--- src/rtl/hilo_muldiv_unit.sv ---
// Iterative radix-2 multiply / restoring divide unit holding the HI/LO pair.
// Optional feature macro: MULDIV_SIGNED_EN (op[0] selects signed mult/div).
module hilo_muldiv_unit #(
    parameter int XLEN = 32
) (
    input  logic            clk,
    input  logic            reset,
    input  logic            start,
    input  logic [1:0]      op,
    input  logic [XLEN-1:0] rs_val,
    input  logic [XLEN-1:0] rt_val,
    input  logic            hi_we,
    input  logic            lo_we,
    input  logic [XLEN-1:0] wdata,
    output logic            busy,
    output logic            done,
    output logic            div_zero,
    output logic [XLEN-1:0] hi,
    output logic [XLEN-1:0] lo
);
    localparam int CW = $clog2(XLEN);

    typedef enum logic [1:0] {IDLE, RUN, FIX} state_e;

    state_e              state_q, state_d;
    logic [CW-1:0]       cnt_q, cnt_d;
    logic [2*XLEN-1:0]   acc_q, acc_d;
    logic [XLEN-1:0]     opb_q, opb_d;
    logic                is_div_q, is_div_d;
    logic [XLEN-1:0]     hi_q, hi_d, lo_q, lo_d;
    logic                done_q, done_d, dz_q, dz_d;

    logic [XLEN-1:0]     mag_a, mag_b;
    logic [2*XLEN-1:0]   fix_prod;
    logic [XLEN-1:0]     fix_quo, fix_rem;
    logic [XLEN:0]       div_shift, div_diff, mul_sum;

`ifdef MULDIV_SIGNED_EN
    logic neg_a, neg_b, neg_res_q, neg_rem_q;

    assign neg_a = op[0] & rs_val[XLEN-1];
    assign neg_b = op[0] & rt_val[XLEN-1];
    assign mag_a = neg_a ? -rs_val : rs_val;
    assign mag_b = neg_b ? -rt_val : rt_val;

    // Remainder follows the dividend; product/quotient follow the sign XOR.
    always_ff @(posedge clk) begin
        if (state_q == IDLE && start) begin
            neg_res_q <= neg_a ^ neg_b;
            neg_rem_q <= neg_a;
        end
    end

    assign fix_prod = neg_res_q ? -acc_q : acc_q;
    assign fix_quo  = neg_res_q ? -acc_q[XLEN-1:0] : acc_q[XLEN-1:0];
    assign fix_rem  = neg_rem_q ? -acc_q[2*XLEN-1:XLEN] : acc_q[2*XLEN-1:XLEN];
`else
    logic unused_op0;

    assign unused_op0 = op[0];
    assign mag_a      = rs_val;
    assign mag_b      = rt_val;
    assign fix_prod   = acc_q;
    assign fix_quo    = acc_q[XLEN-1:0];
    assign fix_rem    = acc_q[2*XLEN-1:XLEN];
`endif

    // acc holds {partial product, multiplier} or {remainder, dividend/quotient}.
    assign div_shift = {acc_q[2*XLEN-1:XLEN], acc_q[XLEN-1]};
    assign div_diff  = div_shift - {1'b0, opb_q};
    assign mul_sum   = {1'b0, acc_q[2*XLEN-1:XLEN]}
                     + {1'b0, (acc_q[0] ? opb_q : {XLEN{1'b0}})};

    always_comb begin
        state_d  = state_q;
        cnt_d    = cnt_q;
        acc_d    = acc_q;
        opb_d    = opb_q;
        is_div_d = is_div_q;
        hi_d     = hi_q;
        lo_d     = lo_q;
        done_d   = 1'b0;
        dz_d     = dz_q;
        case (state_q)
            IDLE: begin
                if (hi_we) hi_d = wdata;
                if (lo_we) lo_d = wdata;
                if (start) begin
                    if (op[1] && rt_val == {XLEN{1'b0}}) begin
                        done_d = 1'b1;
                        dz_d   = 1'b1;
                    end else begin
                        state_d  = RUN;
                        cnt_d    = '0;
                        is_div_d = op[1];
                        opb_d    = mag_b;
                        acc_d    = {{XLEN{1'b0}}, mag_a};
                    end
                end
            end
            RUN: begin
                if (is_div_q) begin
                    acc_d = div_diff[XLEN]
                          ? {div_shift[XLEN-1:0], acc_q[XLEN-2:0], 1'b0}
                          : {div_diff[XLEN-1:0], acc_q[XLEN-2:0], 1'b1};
                end else begin
                    acc_d = {mul_sum, acc_q[XLEN-1:1]};
                end
                cnt_d = cnt_q + CW'(1);
                if (cnt_q == CW'(XLEN - 1)) state_d = FIX;
            end
            FIX: begin
                if (is_div_q) begin
                    lo_d = fix_quo;
                    hi_d = fix_rem;
                end else begin
                    hi_d = fix_prod[2*XLEN-1:XLEN];
                    lo_d = fix_prod[XLEN-1:0];
                end
                done_d  = 1'b1;
                dz_d    = 1'b0;
                state_d = IDLE;
            end
            default: state_d = IDLE;
        endcase
    end

    always_ff @(posedge clk) begin
        if (reset) begin
            state_q <= IDLE;
            cnt_q   <= '0;
            hi_q    <= '0;
            lo_q    <= '0;
            done_q  <= 1'b0;
            dz_q    <= 1'b0;
        end else begin
            state_q <= state_d;
            cnt_q   <= cnt_d;
            hi_q    <= hi_d;
            lo_q    <= lo_d;
            done_q  <= done_d;
            dz_q    <= dz_d;
        end
    end

    always_ff @(posedge clk) begin
        acc_q    <= acc_d;
        opb_q    <= opb_d;
        is_div_q <= is_div_d;
    end

    assign busy     = (state_q != IDLE);
    assign done     = done_q;
    assign div_zero = dz_q;
    assign hi       = hi_q;
    assign lo       = lo_q;
endmodule

--- config.mk ---
export PLATFORM = sky130hd
export DESIGN_NAME = hilo_muldiv_unit
export DESIGN_NICKNAME = d
export VERILOG_FILES = /design/src/rtl/hilo_muldiv_unit.sv
export SDC_FILE = /design/constraint.sdc
export NUM_CORES = 1
export LEC_CHECK = 0
export CORE_MARGIN = 2
export CORE_UTILIZATION = 30
export DETAILED_ROUTE_END_ITERATION = 10
export PLACE_DENSITY = 0.47
export SETUP_SLACK_MARGIN = 0.15
export SYNTH_ARGS = -nofsm -noshare
export SYNTH_HDL_FRONTEND = slang
export SYNTH_SLANG_ARGS = --single-unit
--- constraint.sdc ---
create_clock -name clk -period 12.85 [get_ports clk]
set_clock_uncertainty 0.2 [all_clocks]
set_input_delay 2.57 -clock clk [delete_from_list [all_inputs] [get_ports clk]]
set_output_delay 2.57 -clock clk [all_outputs]
set_load 0.01 [all_outputs]
### Word-level counts from Yosys, hierarchy flattened

Cells that the tools add are included.

| storage, ports and cells | value |
|---|---|
| input port bits | 103 |
| register bits after elaboration | 170 |
| output and inout port bits | 67 |

| operators by class | value |
|---|---|
| bitwise logic cells | 1 |
| muxes and demuxes | 23 |
| $add $sub $neg | 3 |
| equal/unequal tests | 9 |
| reductions and logical operators | 12 |

Operators with widths:

| kind | count |
|---|---|
| 64-bit two-way mux | 4 |
| 32-bit one-hot mux with 2 select lines | 2 |
| 64-bit one-hot mux with 2 select lines | 1 |
| 32-bit two-way mux | 3 |
| 32-bit by 32-bit adder with 33-bit output | 1 |
| 33-bit by 32-bit subtractor with 33-bit output | 1 |
| 32-bit zero test | 1 |
| 2-bit inequality test (second input constant) | 6 |
| 3-bit AND reduction | 4 |
| 5-bit two-way mux | 2 |
| 5-bit one-hot mux with 2 select lines | 1 |
| 2-bit two-way mux | 3 |
| 2-bit nonzero test | 3 |
| 5-bit by 1-bit adder with 5-bit output (second input constant) | 1 |
| 5-bit == test (second input constant) | 1 |
| 1-bit two-way mux | 4 |
| 1-bit one-hot mux with 2 select lines | 2 |
| 2-bit one-hot mux with 2 select lines | 1 |
| 2-bit AND reduction | 2 |
| 2-bit by 1-bit == test with 1-bit output (second input constant) | 1 |
| 2-bit == test (second input constant) | 1 |
| 2-bit zero test | 1 |
| 1-bit logical AND | 1 |
| 1-bit NOT | 1 |

### Logic depth before layout (Yosys ltp)

| logic depth | value |
|---|---|
| depth after elaboration | 5 |
| depth in mapped cells | 14 |
| mapped depth without buffers | 12 |

### Worst setup path before layout

OpenSTA, ideal clock, no wires.

| timing path | value |
|---|---|
| kind | in2reg |
| start point | in op[1] |
| end point | reg acc_q[0] (enable) |
| setup slack | 6.141 ns |
| path buffers | 0 |
| stages on the path | 7 |
| required time | 12.232 ns |
| arrival | 6.091 ns |
| path through | nor4b_1 -> nand4_1 -> nor4_1 -> and4_1 -> nor2_1 -> nor2_1 -> inv_1 |

| between the ends | value |
|---|---|
| cells in the longest elaborated chain, start to end | 3 |

RTL lines:

| item | RTL line | source |
|---|---|---|
| from (decl) | 9 | `input logic [1:0] op,` |
| 1-bit logical AND | 89 | `if (op[1] && rt_val == {XLEN{1'b0}}) begin` |
| 2-bit inequality test (no source line) | - |  |
| 3-bit AND reduction (no source line) | - |  |
| to (signal assigned) | 147 | `acc_q <= acc_d;` |
| to (decl) | 27 | `logic [2*XLEN-1:0] acc_q, acc_d;` |

No other way between the ends.
A chain may end at the register's enable or synchronous reset.

### Final worst setup path

| timing path | value |
|---|---|
| start point | in rt_val[29] |
| end point | reg acc_q[24] (enable) |

| between the ends | value |
|---|---|
| cells in the longest elaborated chain, start to end | 4 |

RTL lines:

| item | RTL line | source |
|---|---|---|
| from (decl) | 11 | `input logic [XLEN-1:0] rt_val,` |
| 32-bit zero test | 89 |  |
| 1-bit logical AND | 89 |  |
| 2-bit inequality test (no source line) | - |  |
| 3-bit AND reduction (no source line) | - |  |

No other way between the ends.

==> impl_metrics.ini <==
[routing]
vias_per_cell = 5.23
drtIter0Drc = 568
drt_wl_total_um = 36200
ant_nets = 0
dr.pass1.iters = 5
vias = 9613
routedWlPerCell_um = 19.7
drcViolationCount = 0

[place]
hpwl_um = 26000
gp_congestion = 0.838
port_buffers = 168
dpl_cell_area_mm2 = 0.0130

[timing]
tightestPinTransition_ns = 1.02
hold_viol = 0
drv_slew = 0
fin_setup_tns_ns = 0
rsz0062_at_grt = no
maxSlewHeadroom_pct = 32.2
timing.fmax_mhz = 159
fin_crit_ns = 6.30
fin_crit_sh_pct = 49.0
setup_viol = 0

[cells_and_area]
drive_above_1_share_pct = 5.23
mostFrequentLayoutCells = nand2_1, clkdlybuf4s50_1, nor2_1
design_area_mm2 = 0.0136
fin_nets = 1534
n_antenna_cell = 0
mostFrequentLayoutCell = nand2_1
area_growth_syn_to_layout_pct = 25.0

[die]
placementRows = 69
core_mm2 = 0.0357
chipWidth_um = 195
die_y_um = 195
initial_core_util_pct = 30.6
pin_count = 170
die_area_mm2 = 0.0379

[setup_path]
path_class = in -> reg
crit_path_cell_trace = clkdlybuf4s50_1, nor4_1, nand4_1, nor4_1, and4_1, nor2_4, buf_4, nor2_1, inv_2, buf_4
startpoint = rt_val[29]
path_max_fanout = 64
start_kind = primary input
cpMaxStageDelayCell = nor4_1
slowest_delay_ns = 0.81
path_buf_inv = 4
arrival_ns = 6.17
cp-end-kind = register
required_ns = 12.73
path_delay_family = simple AND/OR/NAND/NOR gates
timing.rr.start = acc_q[0]

[power_and_ir_drop]
p_leak_nw = 5.43
ir_worst_vdd_uv = 101
powerDensity_mw_per_mm2 = 132

[global_route]
antenna_found_initial = 0
grt_pass1_vias = 9526
grt_pass1_wl_um = 55900
grt_max_degree = 80
gr-total-overflow = 0
track_usage_pct = 19.1

[synth]
synthCells = 1231
synth.top_cells.by_area = edfxtp_1, dfxtp_1, ha_1
synth_area_mm2 = 0.0109
syn_area_per_cell_um2 = 8.85
synth-seq-cells = 170
synth_top_cell_area_share_pct = 26.7
synthArstFlopShare_pct = 0
yosys_warnings = 0
synth_cell_types = 63
synth_flop_cell = edfxtp_1
synth_nets = 1402
yosys.area.top_type = edfxtp_1
yosysSeqAreaShare_pct = 40.1
synth_edf_count = 97

[clock_network]
clockBufferDepth = 2
post_cts.repair.setup_buffers = 0
cts.htree.levels = 4
clk_pin_slew_ns = 0.07
cts_root_buffer = clkbuf_16
clk_latency_ns = 0.45
cts.sinks = 170
cts_tree = yes
cts-hold-fix-buffers = 0
ctsResizeCount = 0
cts_buffers = 17

[run_status]
run_status = finished, final reports clean

[job]
cap_viol_max_count = 0

[hold_path]
worst_hold_path_type = reg -> reg
hold_start = hi[14]
-- logic make-up after synthesis --
logic type | count (synthesis) | synth area share (%)
mux | 43 | 4.02
xor+xnor | 48 | 3.93
buf+inv | 116 | 4.18
compound gates | 341 | 21.5
flops | 170 | 40.1
simple gates | 445 | 18.3
fa+ha+maj | 68 | 7.95
-- worst min-delay path: cells and delay by family (launching register included) --
family	cells	cell delay (ns)
flip-flops	1	0.31
AO/OA/AOI/OAI	1	0.05
AND/OR/NAND/NOR	1	0.09
-- cells in the mapped netlist, types with 3 or more instances --
library cell / instances
nor2_1: 137
o31ai_1: 5
o211a_1: 6
or2_2: 5
nor4_1: 7
a211oi_1: 23
nor3b_1: 3
a311oi_1: 65
nor3_1: 17
o21ai_1: 3
ha_1: 66
edfxtp_1: 97
nand4_1: 8
buf_1: 5
o21bai_1: 7
a31o_2: 3
a21o_1: 25
nor2b_1: 6
and4_1: 4
o21ai_0: 64
a31oi_1: 9
nand2_1: 174
a2111oi_0: 3
nand2b_1: 8
mux2i_1: 37
a21oi_1: 82
or3_1: 5
inv_1: 48
or4_1: 4
and3_1: 12
mux2_2: 6
buf_4: 4
xnor2_1: 27
a211o_1: 4
o211ai_1: 9
clkbuf_1: 55
xor2_1: 20
o21a_1: 12
buf_2: 4
nand3_1: 17
and2_1: 34
dfxtp_1: 73
-- cell type report --
class | instances | area, um2
Fill cell | 3685 | 22000
Multi-Input combinational cell | 945 | 6120
Sequential cell | 170 | 4370
Timing Repair Buffer | 181 | 1770
Tap cell | 461 | 577
Clock buffer | 23 | 532
Inverter | 48 | 180
Clock inverter | 9 | 70.1
-- flip-flops by register name (all words and copies together), names as in the netlist --
register and count:
lo 32, acc_q 64, state_q 2, opb_q 32, done 1, is_div_q 1, div_zero 1, hi 32
cnt_q 5
-- path summary, 6_finish.rpt --
| kind | to | slack, ns | cells past startpoint |
|---|---|---|---|
| max | acc_q[24] | 6.55 | 10 |
| min | hi[14] | 0.30 | 2 |
| max reg2reg | acc_q[61] | 8.59 | 12 |
| min reg2reg | hi[14] | 0.30 | 2 |
-- per-layer routing --
layer  part of all wire, %  global-route usage, %  wire (um)
met2                    49                   32.4      17500
met4                   2.9                   6.81       1030
met5                     0                      0          0
met1                    45                   24.4      16400
met3                   3.3                   3.38       1200
-- metrics by stage --
step,util [%],power [mW],std cells,worst slack (ns),hold WS [ns]
finish,38.2,1.80,1837,6.55,0.298
global route,38.2,1.91,1837,6.28,0.316
CTS,38.2,1.82,1837,6.45,0.302
detailed placement,36.5,1.28,1805,5.98,0.282
global placement,36.5,1.28,1805,6.00,0.282
floorplan,-,1.08,1231,6.14,0.266
-- where the power goes --
group | switching (mW) | internal (mW)
Sequential | 0.0543 | 0.640
Combinational | 0.318 | 0.253
Clock | 0.242 | 0.296
Note: power is estimated with default switching activity, not from simulation.
==> RTL edit (config.mk and constraints unchanged) <==
`XLEN`: 32 -> 64.
--- a/src/rtl/hilo_muldiv_unit.sv
+++ b/src/rtl/hilo_muldiv_unit.sv
@@ -2,5 +2,5 @@
 // Optional feature macro: MULDIV_SIGNED_EN (op[0] selects signed mult/div).
 module hilo_muldiv_unit #(
-    parameter int XLEN = 32
+    parameter int XLEN = 64
 ) (
     input  logic            clk,
Interface: changed (5 resized); port bits go from 170 to 330. The function was not compared with the original's and may differ.
==> RTL edit against the original RTL <==
  * Total power is 120% higher
  * Synthesized cell count grew 110%
  * Sequential cell count up 161
  * Largest power group unchanged
  * Highest routed layer unchanged
  * Area after synthesis is 100% higher
  * Setup slack better by 0.042 ns
  * Final area rose by 100%
  * Critical endpoint is now acc_q[77]
  * Wire length rose by 140%
  * Count of clock-buffer cells in the layout rose by 44
==> RTL edit: results <==
{
  "r2r-end": "acc_q[102]",
  "drt_first_iter_violations": 1483,
  "port_buffers": 328,
  "wl_met1_um": 42830,
  "htree_num_levels": 2,
  "synth_adder_area_share_pct": 7.437,
  "met2_length_um": 38200,
  "clk_latency_ns": 0.60,
  "wl_per_cell_um": 22.87,
  "startpoint": "rt_val[3]",
  "instances_no_fill": 3855,
  "hp-start": "div_zero",
  "synthTopCellsByArea": "edfxtp_1 26%, dfxtp_1 12%, ha_1 7.3%",
  "worst_slew_pin_slew_ns": 1.125,
  "crit_path_end": "acc_q[77]",
  "cts_buffers": 44,
  "synth_edf_count": 193,
  "grt_pass1_wl_um": 132000,
  "synth_area_per_cell_um2": 8.460,
  "dp.cells": 3771,
  "cp.arrival_ns": 6.28,
  "nets": 3188,
  "synth-seq-area-share_pct": 38.48,
  "power.leakage_nw": 10.69,
  "outcome": "finished, final reports clean",
  "r2r_cells": 15,
  "synth-compound-area-share_pct": 21.77,
  "muxShareOfSynthArea_pct": 3.927,
  "dp_hpwl_um": 67790,
  "cts_buffer_depth": 3,
  "worstReg2RegStart": "acc_q[63]",
  "reg2reg_slack_ns": 7.38,
  "synth_xor_area_share_pct": 4.805,
  "grt_use_total_pct": 22.45,
  "synth.net_count": 2959,
  "synth_cell_type_count": 71,
  "largest_register_ffs": 128,
  "synth.top_cells.by_count": "376 x nand2_1, 309 x nor2_1, 255 x a21oi_1",
  "grtUsageMet3_pct": 3.084,
  "grt_pass1_vias": 20310,
  "drive_gt1_share_pct": 3.732
}
-- RTL edit: cell count changes after synthesis, sizes merged, moves of 52 or more --
cell | before | now
nand2 | 174 | 377
nor2 | 137 | 309
dfxtp | 73 | 138
inv | 48 | 100
clkbuf | 55 | 139
a311oi | 65 | 140
ha | 66 | 129
edfxtp | 97 | 193
a21oi | 82 | 256
-- RTL edit: worst max-delay path, cell delays in order --
cell	delay, ns
clkdlybuf4s50_1	0.42
nor4_1	0.38
nand4_1	0.45
nor3_1	0.26
nand4_1	0.38
nand3_1	0.42
nand2_4	0.64
buf_4	0.66
-- RTL edit: final cells by class --
type                    instances  area (um^2)
well taps                     959         1200
inverters                     100        375.4
multi-input cells            2035        12710
diodes                          2        5.005
clock inverters                15        157.7
flip-flops and latches        331         8558
clock buffers                  67         1289
repair buffers                346         3416
fillers                      7522        45500
-- RTL edit: worst min-delay path by stage --
stage | end | slack [ns] | cells after the start
final | div_zero | 0.27 | 2
after global routing | div_zero | 0.30 | 2
after CTS | div_zero | 0.27 | 2
after detailed placement | div_zero | 0.26 | 2
after global placement | div_zero | 0.26 | 2
after floorplan | state_q[1] | 0.24 | 2
-- RTL edit: metrics by stage --
step	hold slack, ns	instance area [um^2]	setup WS (ns)
after floorplan	0.2384	22240	5.572
final	0.2715	27710	6.595
after CTS	0.2708	27700	6.510
after global routing	0.3001	27710	6.260
after detailed placement	0.2597	26260	5.889
after global placement	0.2551	26260	5.908
-- RTL edit: report_power, final --
part | switching, mW | internal [mW]
clock | 0.516 | 0.735
sequential | 0.134 | 1.25
combinational | 0.793 | 0.523
